File: src/rtl/wm_sig_serializer.sv
// wm_sig_serializer: captures a signature and repeats it as preamble-framed, MSB-first serial frames.
module wm_sig_serializer #(
  parameter int WIDTH = 64,
  parameter int DIV = 16,
  parameter int PRE_W = 8,
  parameter logic [PRE_W-1:0] PREAMBLE = 8'hA5,
  parameter int GAP = 4,
  parameter int REPEAT = 3
) (
  input  logic             clk,
  input  logic             rst,
  input  logic             sig_valid,
  input  logic [WIDTH-1:0] sig_value,
  output logic             ser_out,
  output logic             ser_en,
  output logic             busy,
  output logic             done,
  output logic             overrun
);
  localparam int FW = PRE_W + WIDTH;
  localparam int MAXC = (WIDTH > PRE_W) ? ((WIDTH > GAP) ? WIDTH : GAP) : ((PRE_W > GAP) ? PRE_W : GAP);
  localparam int CW = $clog2(MAXC + 1);
  localparam int TW = $clog2(DIV);
  localparam int RW = $clog2(REPEAT + 1);
  typedef enum logic [1:0] {S_IDLE, S_PRE, S_DATA, S_GAP} state_t;
  state_t state;
  logic [WIDTH-1:0] payload;
  logic [FW-1:0] sh;
  logic [TW-1:0] timer;
  logic [CW-1:0] cnt;
  logic [RW-1:0] rep;
  logic tick;
  assign tick = timer == TW'(DIV - 1);
  // outputs are loaded with the value of the bit about to start, so they change only on bit boundaries
  always_ff @(posedge clk) begin
    if (rst) begin
      state <= S_IDLE;
      payload <= '0;
      sh <= '0;
      timer <= '0;
      cnt <= '0;
      rep <= '0;
      ser_out <= 1'b0;
      ser_en <= 1'b0;
      busy <= 1'b0;
      done <= 1'b0;
      overrun <= 1'b0;
    end else begin
      done <= 1'b0;
      if (sig_valid && state != S_IDLE) overrun <= 1'b1;
      if (state == S_IDLE) begin
        if (sig_valid) begin
          payload <= sig_value;
          sh <= {PREAMBLE, sig_value};
          rep <= '0;
          timer <= '0;
          cnt <= '0;
          state <= S_PRE;
          ser_out <= PREAMBLE[PRE_W-1];
          ser_en <= 1'b1;
          busy <= 1'b1;
        end
      end else begin
        timer <= tick ? '0 : timer + 1'b1;
        if (tick) begin
          case (state)
            S_PRE: begin
              sh <= sh << 1;
              ser_out <= sh[FW-2];
              cnt <= (cnt == CW'(PRE_W - 1)) ? '0 : cnt + 1'b1;
              if (cnt == CW'(PRE_W - 1)) state <= S_DATA;
            end
            S_DATA: begin
              if (cnt == CW'(WIDTH - 1)) begin
                cnt <= '0;
                ser_out <= 1'b0;
                ser_en <= 1'b0;
                state <= S_GAP;
              end else begin
                cnt <= cnt + 1'b1;
                sh <= sh << 1;
                ser_out <= sh[FW-2];
              end
            end
            S_GAP: begin
              if (cnt == CW'(GAP - 1)) begin
                cnt <= '0;
                if (int'(rep) + 1 < REPEAT) begin
                  rep <= rep + 1'b1;
                  sh <= {PREAMBLE, payload};
                  ser_out <= PREAMBLE[PRE_W-1];
                  ser_en <= 1'b1;
                  state <= S_PRE;
                end else begin
                  busy <= 1'b0;
                  done <= 1'b1;
                  state <= S_IDLE;
                end
              end else begin
                cnt <= cnt + 1'b1;
              end
            end
            default: state <= S_IDLE;
          endcase
        end
      end
    end
  end
endmodule

File: config.mk
export PLATFORM = sky130hd
export DESIGN_NAME = wm_sig_serializer
export DESIGN_NICKNAME = d
export VERILOG_FILES = /design/src/rtl/wm_sig_serializer.sv
export SDC_FILE = /design/constraint.sdc
export NUM_CORES = 1
export LEC_CHECK = 0
export BUFFER_PORTS_ARGS = -buffer_cell sky130_fd_sc_hd__buf_4
export CORE_MARGIN = 2
export CORE_UTILIZATION = 35
export CTS_CLUSTER_DIAMETER = 60
export DETAILED_ROUTE_END_ITERATION = 6
export PLACE_DENSITY = 0.52
export SYNTH_ARGS = -nofsm -noshare
export SYNTH_HDL_FRONTEND = slang
export SYNTH_SLANG_ARGS = --single-unit
File: constraint.sdc
create_clock -name clk -period 4.8 [get_ports clk]
set_clock_uncertainty 0.15 [all_clocks]
set_input_delay 0.96 -clock clk [delete_from_list [all_inputs] [get_ports clk]]
set_output_delay 0.96 -clock clk [all_outputs]
set_load 0.03 [all_outputs]
; ---- Word-level counts from Yosys, hierarchy flattened
; Index checks and enable logic that the tools add are counted.
; Widths: inputs -> output; s select.
[word_totals]
mem_bits_rw = 0
latch_bits = 0
mem_bits_ro = 0
inputBits = 67
wordCells = 99
reg_bits = 155
memories = 0
out_inout_bits = 5
[op_classes]
order_cmp = 1
div_mod_pow = 0
shifts = 0
bitwise = 3
n_eq_ne = 14
n_addsub = 4
mul = 0
mux = 48
reduce_logical = 18
[op_table]
columns = operator, count
row1 = $mux 71, 6
row2 = $pmux 71 s3, 1
row3 = $mux 7, 6
row4 = $mux 2, 12
row5 = $pmux 7 s3, 1
row6 = $reduce_and 5->1, 4
row7 = $mux 1, 16
row8 = $ne 3x3->1 const B, 5
row9 = $mux 4, 3
row10 = $reduce_and 6->1, 2
row11 = $reduce_bool 2->1, 5
row12 = $add 7x1->7 const B, 1
row13 = $eq 7x2->1 const B, 1
row14 = $eq 7x3->1 const B, 1
row15 = $eq 7x6->1 const B, 1
row16 = $pmux 2 s3, 1
row17 = $reduce_or 5->1, 1
row18 = $add 4x1->4 const B, 1
row19 = $eq 2x2->1 const B, 2
row20 = $eq 4x4->1 const B, 1
row21 = $ne 2x2->1 const B, 2
row22 = $reduce_bool 4->1, 1
row23 = $add 2x1->3 const B, 1
row24 = $lt 3x2->1 const B, 1
row25 = other kinds (10), 12

; ---- Logic depth before layout (Yosys ltp)
; Gate-level depths: netlist of the first run.
[depth]
depth_word = 7
depth_mapped = 12
mapped_depth_nobuf = 7

; ---- Worst setup path after synthesis of the first run
; OpenSTA, ideal clock, no wires.
[synth_timing]
kind = register -> register
startpoint = reg state[1]
endpoint = reg sh[0]
required_ns = 4.520
slack_ns = 2.174
arrival_ns = 2.346
path_stages_with_launch = 10
path_cell_list = dfxtp_1 ha_1 buf_2 or3b_2 o311a_4 a311o_1 clkbuf_1 buf_2 a211oi_1 nor3_2
[synth_via]
elab_chain_len = 4
[synth_rtl]
columns = element, line_no
row1 = start: declaration, 26  ; state_t state;
row2 = start signal: assignment, 37  ; state <= S_IDLE;
row3 = start signal: assignment, 58  ; state <= S_PRE;
row4 = start signal: assignment, 71  ; if (cnt == CW'(PRE_W - 1)) state <= S_DATA;
row5 = $eq 2x2->1 or $eq 2x1->1 (tied branches), 66  ; case (state)
row6 = $pmux 71 s3, 66
row7 = $mux 71, 65  ; if (tick) begin
row8 = $mux 71, 51  ; if (state == S_IDLE) begin
row9 = end signal: assignment, 54  ; sh <= {PREAMBLE, sig_value};
row10 = end signal: assignment, 68  ; sh <= sh << 1;
row11 = end signal: assignment, 81  ; sh <= sh << 1;
row12 = end: declaration, 28  ; logic [FW-1:0] sh;
; Several ways; a longest one is shown, not always the timed one. The select of a mux whose other input is x is not followed.
; A chain may end at the register's enable or synchronous reset.

; ---- Worst setup path in the final report of the first run
[layout_timing]
startpoint = reg state[0]
endpoint = reg sh[51]
; Same word-level chain as after synthesis.

==> results of run 1 <==
-- synth_stat cells --
cell type  count
and3_1         1
mux2i_1       67
nand2_1      278
a311o_1        2
o31ai_1        1
o221a_2        3
and2_1         2
a21boi_0       1
a21oi_1      146
nor2b_1        2
buf_4          2
or2b_1         1
nor3_2         1
nor4_1         1
or4_4          1
o32ai_1        1
buf_1         12
xnor2_1        1
a311oi_1       2
nand4b_1       4
or3b_2         1
and4b_1        1
a41o_1         1
inv_1          9
nand3_1       12
o2bb2ai_1      1
inv_2          1
nand4_1        2
ha_1           8
a31oi_1        8
buf_2         13
nor2_1        20
dfxtp_1      155
o21ai_0        5
or2_2          2
o311a_4        1
xor2_1         1
o21bai_1       1
a211oi_1       1
clkbuf_1      41
o211ai_1      67
nor3_1         3
buf_6          8
a311oi_4       1
and4_1         1
-- state kept, by name, indices dropped and copies added, names as in the netlist --
name     count
sh          71
payload     64
cnt          7
timer        4
rep          2
state        2
busy         1
done         1
overrun      1
ser_en       1
ser_out      1
-- power groups by stage --
stage               registers (mW)  logic [mW]  clock network [mW]
finish                        1.59        1.10                1.38
detailed placement            1.62        1.11                   0
CTS                           1.59        1.11                1.42
global placement              1.62        1.10                   0
floorplan                     1.60       0.863                   0
global route                  1.62        1.25                1.48
-- critical path, stage by stage, from the launching register on --
cell and delay (ps):
dfxtp_1 420, ha_4 480, or3b_2 520, o311a_4 340, a311o_2 660, buf_4 380, nand2_1 120, a21oi_1 60
-- routing by layer --
| layer | vias to the layer above | track usage (%) | share of wire (%) |
|---|---|---|---|
| met5 | - | 0 | 0 |
| met4 | 0 | 4.37 | 0.85 |
| met3 | 13 | 4.35 | 3.5 |
| met2 | 78 | 27.9 | 47 |
| met1 | 2798 | 21.7 | 49 |
| li1 | 3129 | - | - |
-- logic make-up after synthesis --
logic type | count (synthesis) | share of synthesized area [%]
buffers and inverters | 86 | 5.70
multiplexers | 67 | 9.41
AND/OR/NAND/NOR | 333 | 18.9
XOR/XNOR | 2 | 0.246
adder cells (fa/ha/maj) | 8 | 1.40
AO/OA/AOI/OAI | 242 | 20.8
flip-flops | 155 | 43.5
-- worst max-delay path by stage --
stage	to	depth (start not counted)	startpoint	slack, ps
after floorplan	sh[0]	9	state[1]	2170
after CTS	sh[51]	7	state[1]	1470
after global placement	sh[61]	7	state[1]	1490
final	sh[51]	7	state[0]	1490
after detailed placement	sh[45]	7	state[1]	1470
after global routing	sh[42]	9	state[0]	1210
-- metrics by stage --
step	hold WS [ps]	cell area (um2)	worst slack, ps	instances	power [mW]
6_report	302	8340	1490	1201	4.07
5_1_grt	318	8340	1210	1201	4.34
4_1_cts	304	8340	1470	1201	4.12
3_5_place_dp	296	7730	1470	1169	2.73
3_3_place_gp	290	7730	1490	1169	2.72
2_1_floorplan	282	7130	2170	893	2.47
-- layout make-up --
cell class                 instances  area (um2)
fill                            2070       11800
timing repair buffer              82         616
clock inverter                    11         144
tap                              270         338
multi-input combinational        652        3640
clock buffer                      21         460
inverter                          10        40.0
sequential                       155        3100
==> qor.csv, run 1 <==
stage;metric;value;unit
outcome;status;finished clean;
sta;Slew HR;42.9;%
sta;setup TNS;0;ps
synth;syn nets;968;
setup_path;Setup Crit Path Kind;flip-flop to flip-flop;
placed_design;DP HPWL;10.4;mm
synth;Mapped Cells;893;
pwr;power share of the sequential group;39.2;%
finish;most frequent cells in the layout;277 x nand2_1, 155 x dfxtp_1, 146 x a21oi_1, 82 x buf_4;
clocking;H-tree depth;4;
sta;Worst-Margin Slew;856;ps
sta;post-layout min period;3310;ps
setup_path;CP Max Fanout;37;
drt;WL/cell;14.6;um
setup_path;RR Startpoint;state[0];
die;chip width;147;um
global_routing;vias in the first global route;5785;
die;Die ar.;21500;um2
global_routing;largest net degree at the start of global routing;70;
die;chip height;147;um
finish;Layout area overhead;17.0;%
global_routing;grt total ovfl;0;
pwr;Sw Share;33.2;%
drt;Antenna Violating Nets Remaining;0;
drt;drc violations;0;
setup_path;R2R setup slack;1490;ps
clocking;TritonCTS clock tree;yes;
global_routing;first-pass GRT wire length;29.4;mm
clocking;CTS max path bufs;2;
clocking;CTS root buf;clkbuf_16;
placed_design;port buffer count;71;
hold_path;HP Start;payload[45];
finish;# nets final;993;
global_routing;Total Routing Usage GR;16.8;%
setup_path;CP Capture Type;flip-flop;
setup_path;Critical Path Source Type;flip-flop;
drt;Pre-antenna DRT Iters;4;
placed_design;Placer Congestion;0.756;
die;Initial Util;35.5;%
sta;Slew Viols, Final;0;
finish;commonest non-fill, non-tap cell in the layout;nand2_1;
clocking;clock insertion delay at the later pin of the skew report;420;ps
clocking;CTS resizes;0;
synth;YS warnings;0;
drt;via density per instance;5.01;
pwr;power share of the clock group;33.9;%
finish;ratio of cells with drive above 1 in the final layout;13.6;%
synth;area leader, netlist;dfxtp_1;
global_routing;initial antenna violation count;0;
pwr;Worst VDD drop;0.270;mV
hold_path;hold endpoint;payload[45];
setup_path;Data required, critical path;4930;ps
die;Ports;72;
synth;synthesized cell area;7130;um2
synth;ranking of synthesized cells by area;dfxtp_1 44%, nand2_1 15%, a21oi_1 10%;
finish;fin util;41.5;%
clocking;total CTS buffers;17;
clocking;Post-CTS Hold Buffers;0;
clocking;Post-CTS Setup Repair Bufs;0;
synth;Seq/Total Area, Yosys;43.5;%
drt;DRT Wirelength;17.6;mm
drt;initial DRC count;315;
clocking;CTS Sinks;155;
finish;n_diodes;0;
hold_path;worst hold path depth;2;
sta;period utilisation layout;68.9;%
hold_path;Min-Delay Path Class;flip-flop to flip-flop;
die;core area;20100;um2
synth;Yosys cell types;45;
sta;RSZ-0062 raised after global routing;false;
sta;Final setup viols;0;
sta;final hold viol count;0;
pwr;Leak;2.91;nW
setup_path;Reg2Reg Depth;7;
die;site row count;52;
drt;vias post-DR;6018;
setup_path;Worst Path Arrival;3440;ps
run;Max-Cap Viols;0;
synth;top-area cell type share of the netlist area;43.5;%
synth;Synth Area per Inst;7.98;um2
synth;Synth Register Bits;155;
pwr;Comb pwr share;26.9;%
sta;Achievable Freq;302;MHz
pwr;Int Pwr;2.72;mW
setup_path;reg2reg end;sh[51];
clocking;Worst-path clk slew;60;ps
pwr;Net Sw Power;1.35;mW
pwr;P per Cell Area;488;nW/um2
Power figures use the tool's default switching activity.
==> run 2: changes to the inputs <==
Clock period 4.8 ns to 3.2 ns, I/O delays scaled along.
==> qor.csv, run 2 (synthesis gave the netlist of run 1 again) <==
stage;metric;value;unit;change
outcome;status;finished clean;;
hold_path;hold endpoint;sh[70];;
pwr;Net Sw Power;2.05;mW;+52%
drt;DRT Wirelength;17.9;mm;+1.7%
global_routing;vias in the first global route;5868;;+1.4%
setup_path;Reg2Reg Depth;8;;+1
global_routing;Total Routing Usage GR;16.9;%;+0.16 points
global_routing;largest net degree at the start of global routing;65;;-7.1%
sta;period utilisation layout;86.6;%;+18 points
clocking;Worst-path clk slew;60;ps;about the same
pwr;P per Cell Area;714;nW/um2;+46%
setup_path;RR Startpoint;state[0];;
pwr;Worst VDD drop;0.347;mV;+29%
sta;final hold viol count;0;;unchanged
drt;drc violations;0;;unchanged
clocking;TritonCTS clock tree;yes;;
hold_path;Min-Delay Path Class;flip-flop to flip-flop;;
die;Die ar.;21500;um2;unchanged
pwr;Int Pwr;3.94;mW;+45%
run;Max-Cap Viols;0;;unchanged
clocking;H-tree depth;4;;unchanged
die;core area;20100;um2;unchanged
sta;Achievable Freq;361;MHz;+19%
drt;Pre-antenna DRT Iters;4;;unchanged
global_routing;first-pass GRT wire length;29.8;mm;+1.2%
finish;# nets final;1000;;+0.70%
setup_path;Worst Path Arrival;2960;ps;-480 ps
sta;Hold Slack;302;ps;-0.583 ps
finish;Regs by FF count;sh (71), payload (64), cnt (7);;
clocking;CTS max path bufs;2;;unchanged
drt;initial DRC count;349;;+11%
die;site row count;52;;unchanged
setup_path;CP Max Fanout;27;;-27%
setup_path;Data required, critical path;3390;ps;-1540 ps
finish;Reg with most FFs;sh;;
clocking;total CTS buffers;17;;unchanged
drt;via density per instance;5.11;;+1.9%
pwr;Comb pwr share;28.8;%;+1.9 points
drt;Antenna Violating Nets Remaining;0;;unchanged
clocking;Post-CTS Setup Repair Bufs;0;;unchanged
sta;Worst-Margin Slew;823;ps;-33.4 ps
global_routing;initial antenna violation count;0;;unchanged
sta;setup TNS;0;ps;unchanged
finish;Largest register FFs;71;;unchanged
sta;RSZ-0062 raised after global routing;false;;
finish;n_diodes;0;;unchanged
placed_design;Placer Congestion;0.767;;+1.5%
setup_path;Crit-path slowest cell;and4b_1;;
clocking;CTS resizes;0;;unchanged
die;Initial Util;35.5;%;unchanged
finish;most frequent cells in the layout;277 x nand2_1, 155 x dfxtp_1, 146 x a21oi_1, 85 x buf_4;;
finish;fin util;41.7;%;+0.22 points
setup_path;reg2reg end;sh[54];;
setup_path;Cell Chain, Critical Path;inv_1 > ha_1 > and4b_1 > nor2_1 > a311oi_4 > buf_4 > o211ai_1 > a21oi_1;;
global_routing;grt total ovfl;0;;unchanged
sta;Final setup viols;0;;unchanged
die;Ports;72;;unchanged
clocking;Post-CTS Hold Buffers;0;;unchanged
finish;ratio of cells with drive above 1 in the final layout;14.2;%;+0.55 points
finish;commonest non-fill, non-tap cell in the layout;nand2_1;;
hold_path;worst hold path depth;2;;unchanged
setup_path;R2R setup slack;430;ps;-1060 ps
placed_design;DP HPWL;10.5;mm;+1.2%
pwr;Leak;2.94;nW;+1.0%
pwr;Sw Share;34.2;%;+0.98 points
finish;Layout area overhead;17.6;%;
drt;WL/cell;14.8;um;+1.2%
placed_design;port buffer count;71;;unchanged
die;chip width;147;um;unchanged
setup_path;Setup Crit Path Kind;flip-flop to flip-flop;;
drt;vias post-DR;6163;;+2.4%
pwr;power share of the clock group;31.4;%;-2.5 points
pwr;power share of the sequential group;39.8;%;+0.6 points
setup_path;CP Capture Type;flip-flop;;
sta;Slew Viols, Final;0;;unchanged
setup_path;CP peak stage delay;470;ps;-190 ps
hold_path;HP Start;sh[70];;
die;chip height;147;um;unchanged
setup_path;Critical Path Source Type;flip-flop;;
clocking;CTS Sinks;155;;unchanged
clocking;clock insertion delay at the later pin of the skew report;420;ps;about the same
sta;post-layout min period;2770;ps;-539 ps
clocking;CTS root buf;clkbuf_16;;
sta;Slew HR;45.1;%;+2.2 points
==> run 2: changes by cell type in the layout (fill, tap and decap cells not counted), sizes merged <==
| cell | previous run | this run |
|---|---|---|
| buf | 82 | 89 |
| clkinv | 4 | 7 |
| bufinv | 3 | 1 |
| clkbuf | 21 | 20 |
| clkinvlp | 4 | 3 |
==> run 2: critical path, delay by kind of cell (launching register included) <==
family	cells	cell delay [ps]
AND/OR/NAND/NOR	2	620
AO/OA/AOI/OAI	3	580
buffers and inverters	2	530
flip-flops	1	420
adder cells (fa/ha/maj)	1	390
==> run 2: area by class of cell <==
type                            instances  area (um2)
Multi-Input combinational cell        652        3640
Fill cell                            2088       11700
Tap cell                              270         338
Inverter                               10        40.0
Timing Repair Buffer                   89         718
Clock inverter                         11        98.8
Clock buffer                           20         447
Sequential cell                       155        3100
==> run 2: per-layer routing <==
metal	share of wire [%]	GRT usage, %	vias up
met5	0	0	-
met4	0.77	4.32	0
met3	4.2	4.19	10
met2	47	27.5	103
met1	48	22.6	2902
li1	-	-	3148
==> run 2: power by group through the flow <==
| stage | clock (mW) | combinational [mW] | sequential [mW] |
|---|---|---|---|
| finish | 1.88 | 1.72 | 2.38 |
| global route | 2.02 | 1.96 | 2.42 |
| CTS | 1.93 | 1.75 | 2.38 |
| detailed placement | 0 | 1.75 | 2.42 |
| global placement | 0 | 1.74 | 2.42 |
| floorplan | 0 | 1.29 | 2.41 |
==> run 2: worst max path at each step <==
stage             start     end  slack, ps  cells past startpoint
2_1_floorplan  state[1]   sh[0]        570                      9
3_3_place_gp     rep[0]  sh[57]        540                      8
3_5_place_dp   state[0]  sh[55]        460                      8
4_1_cts        state[0]  sh[56]        440                      8
5_1_grt        state[0]  sh[63]        200                      8
6_report       state[0]  sh[54]        430                      8
==> run 2: through the flow <==
step	cells	cell area, um2	setup slack (ps)	power (mW)
after floorplan	893	7130	574	3.70
after global placement	1176	7840	541	4.16
after detailed placement	1176	7840	459	4.17
after CTS	1207	8380	444	6.07
after global routing	1207	8380	200	6.40
final	1207	8380	430	5.99
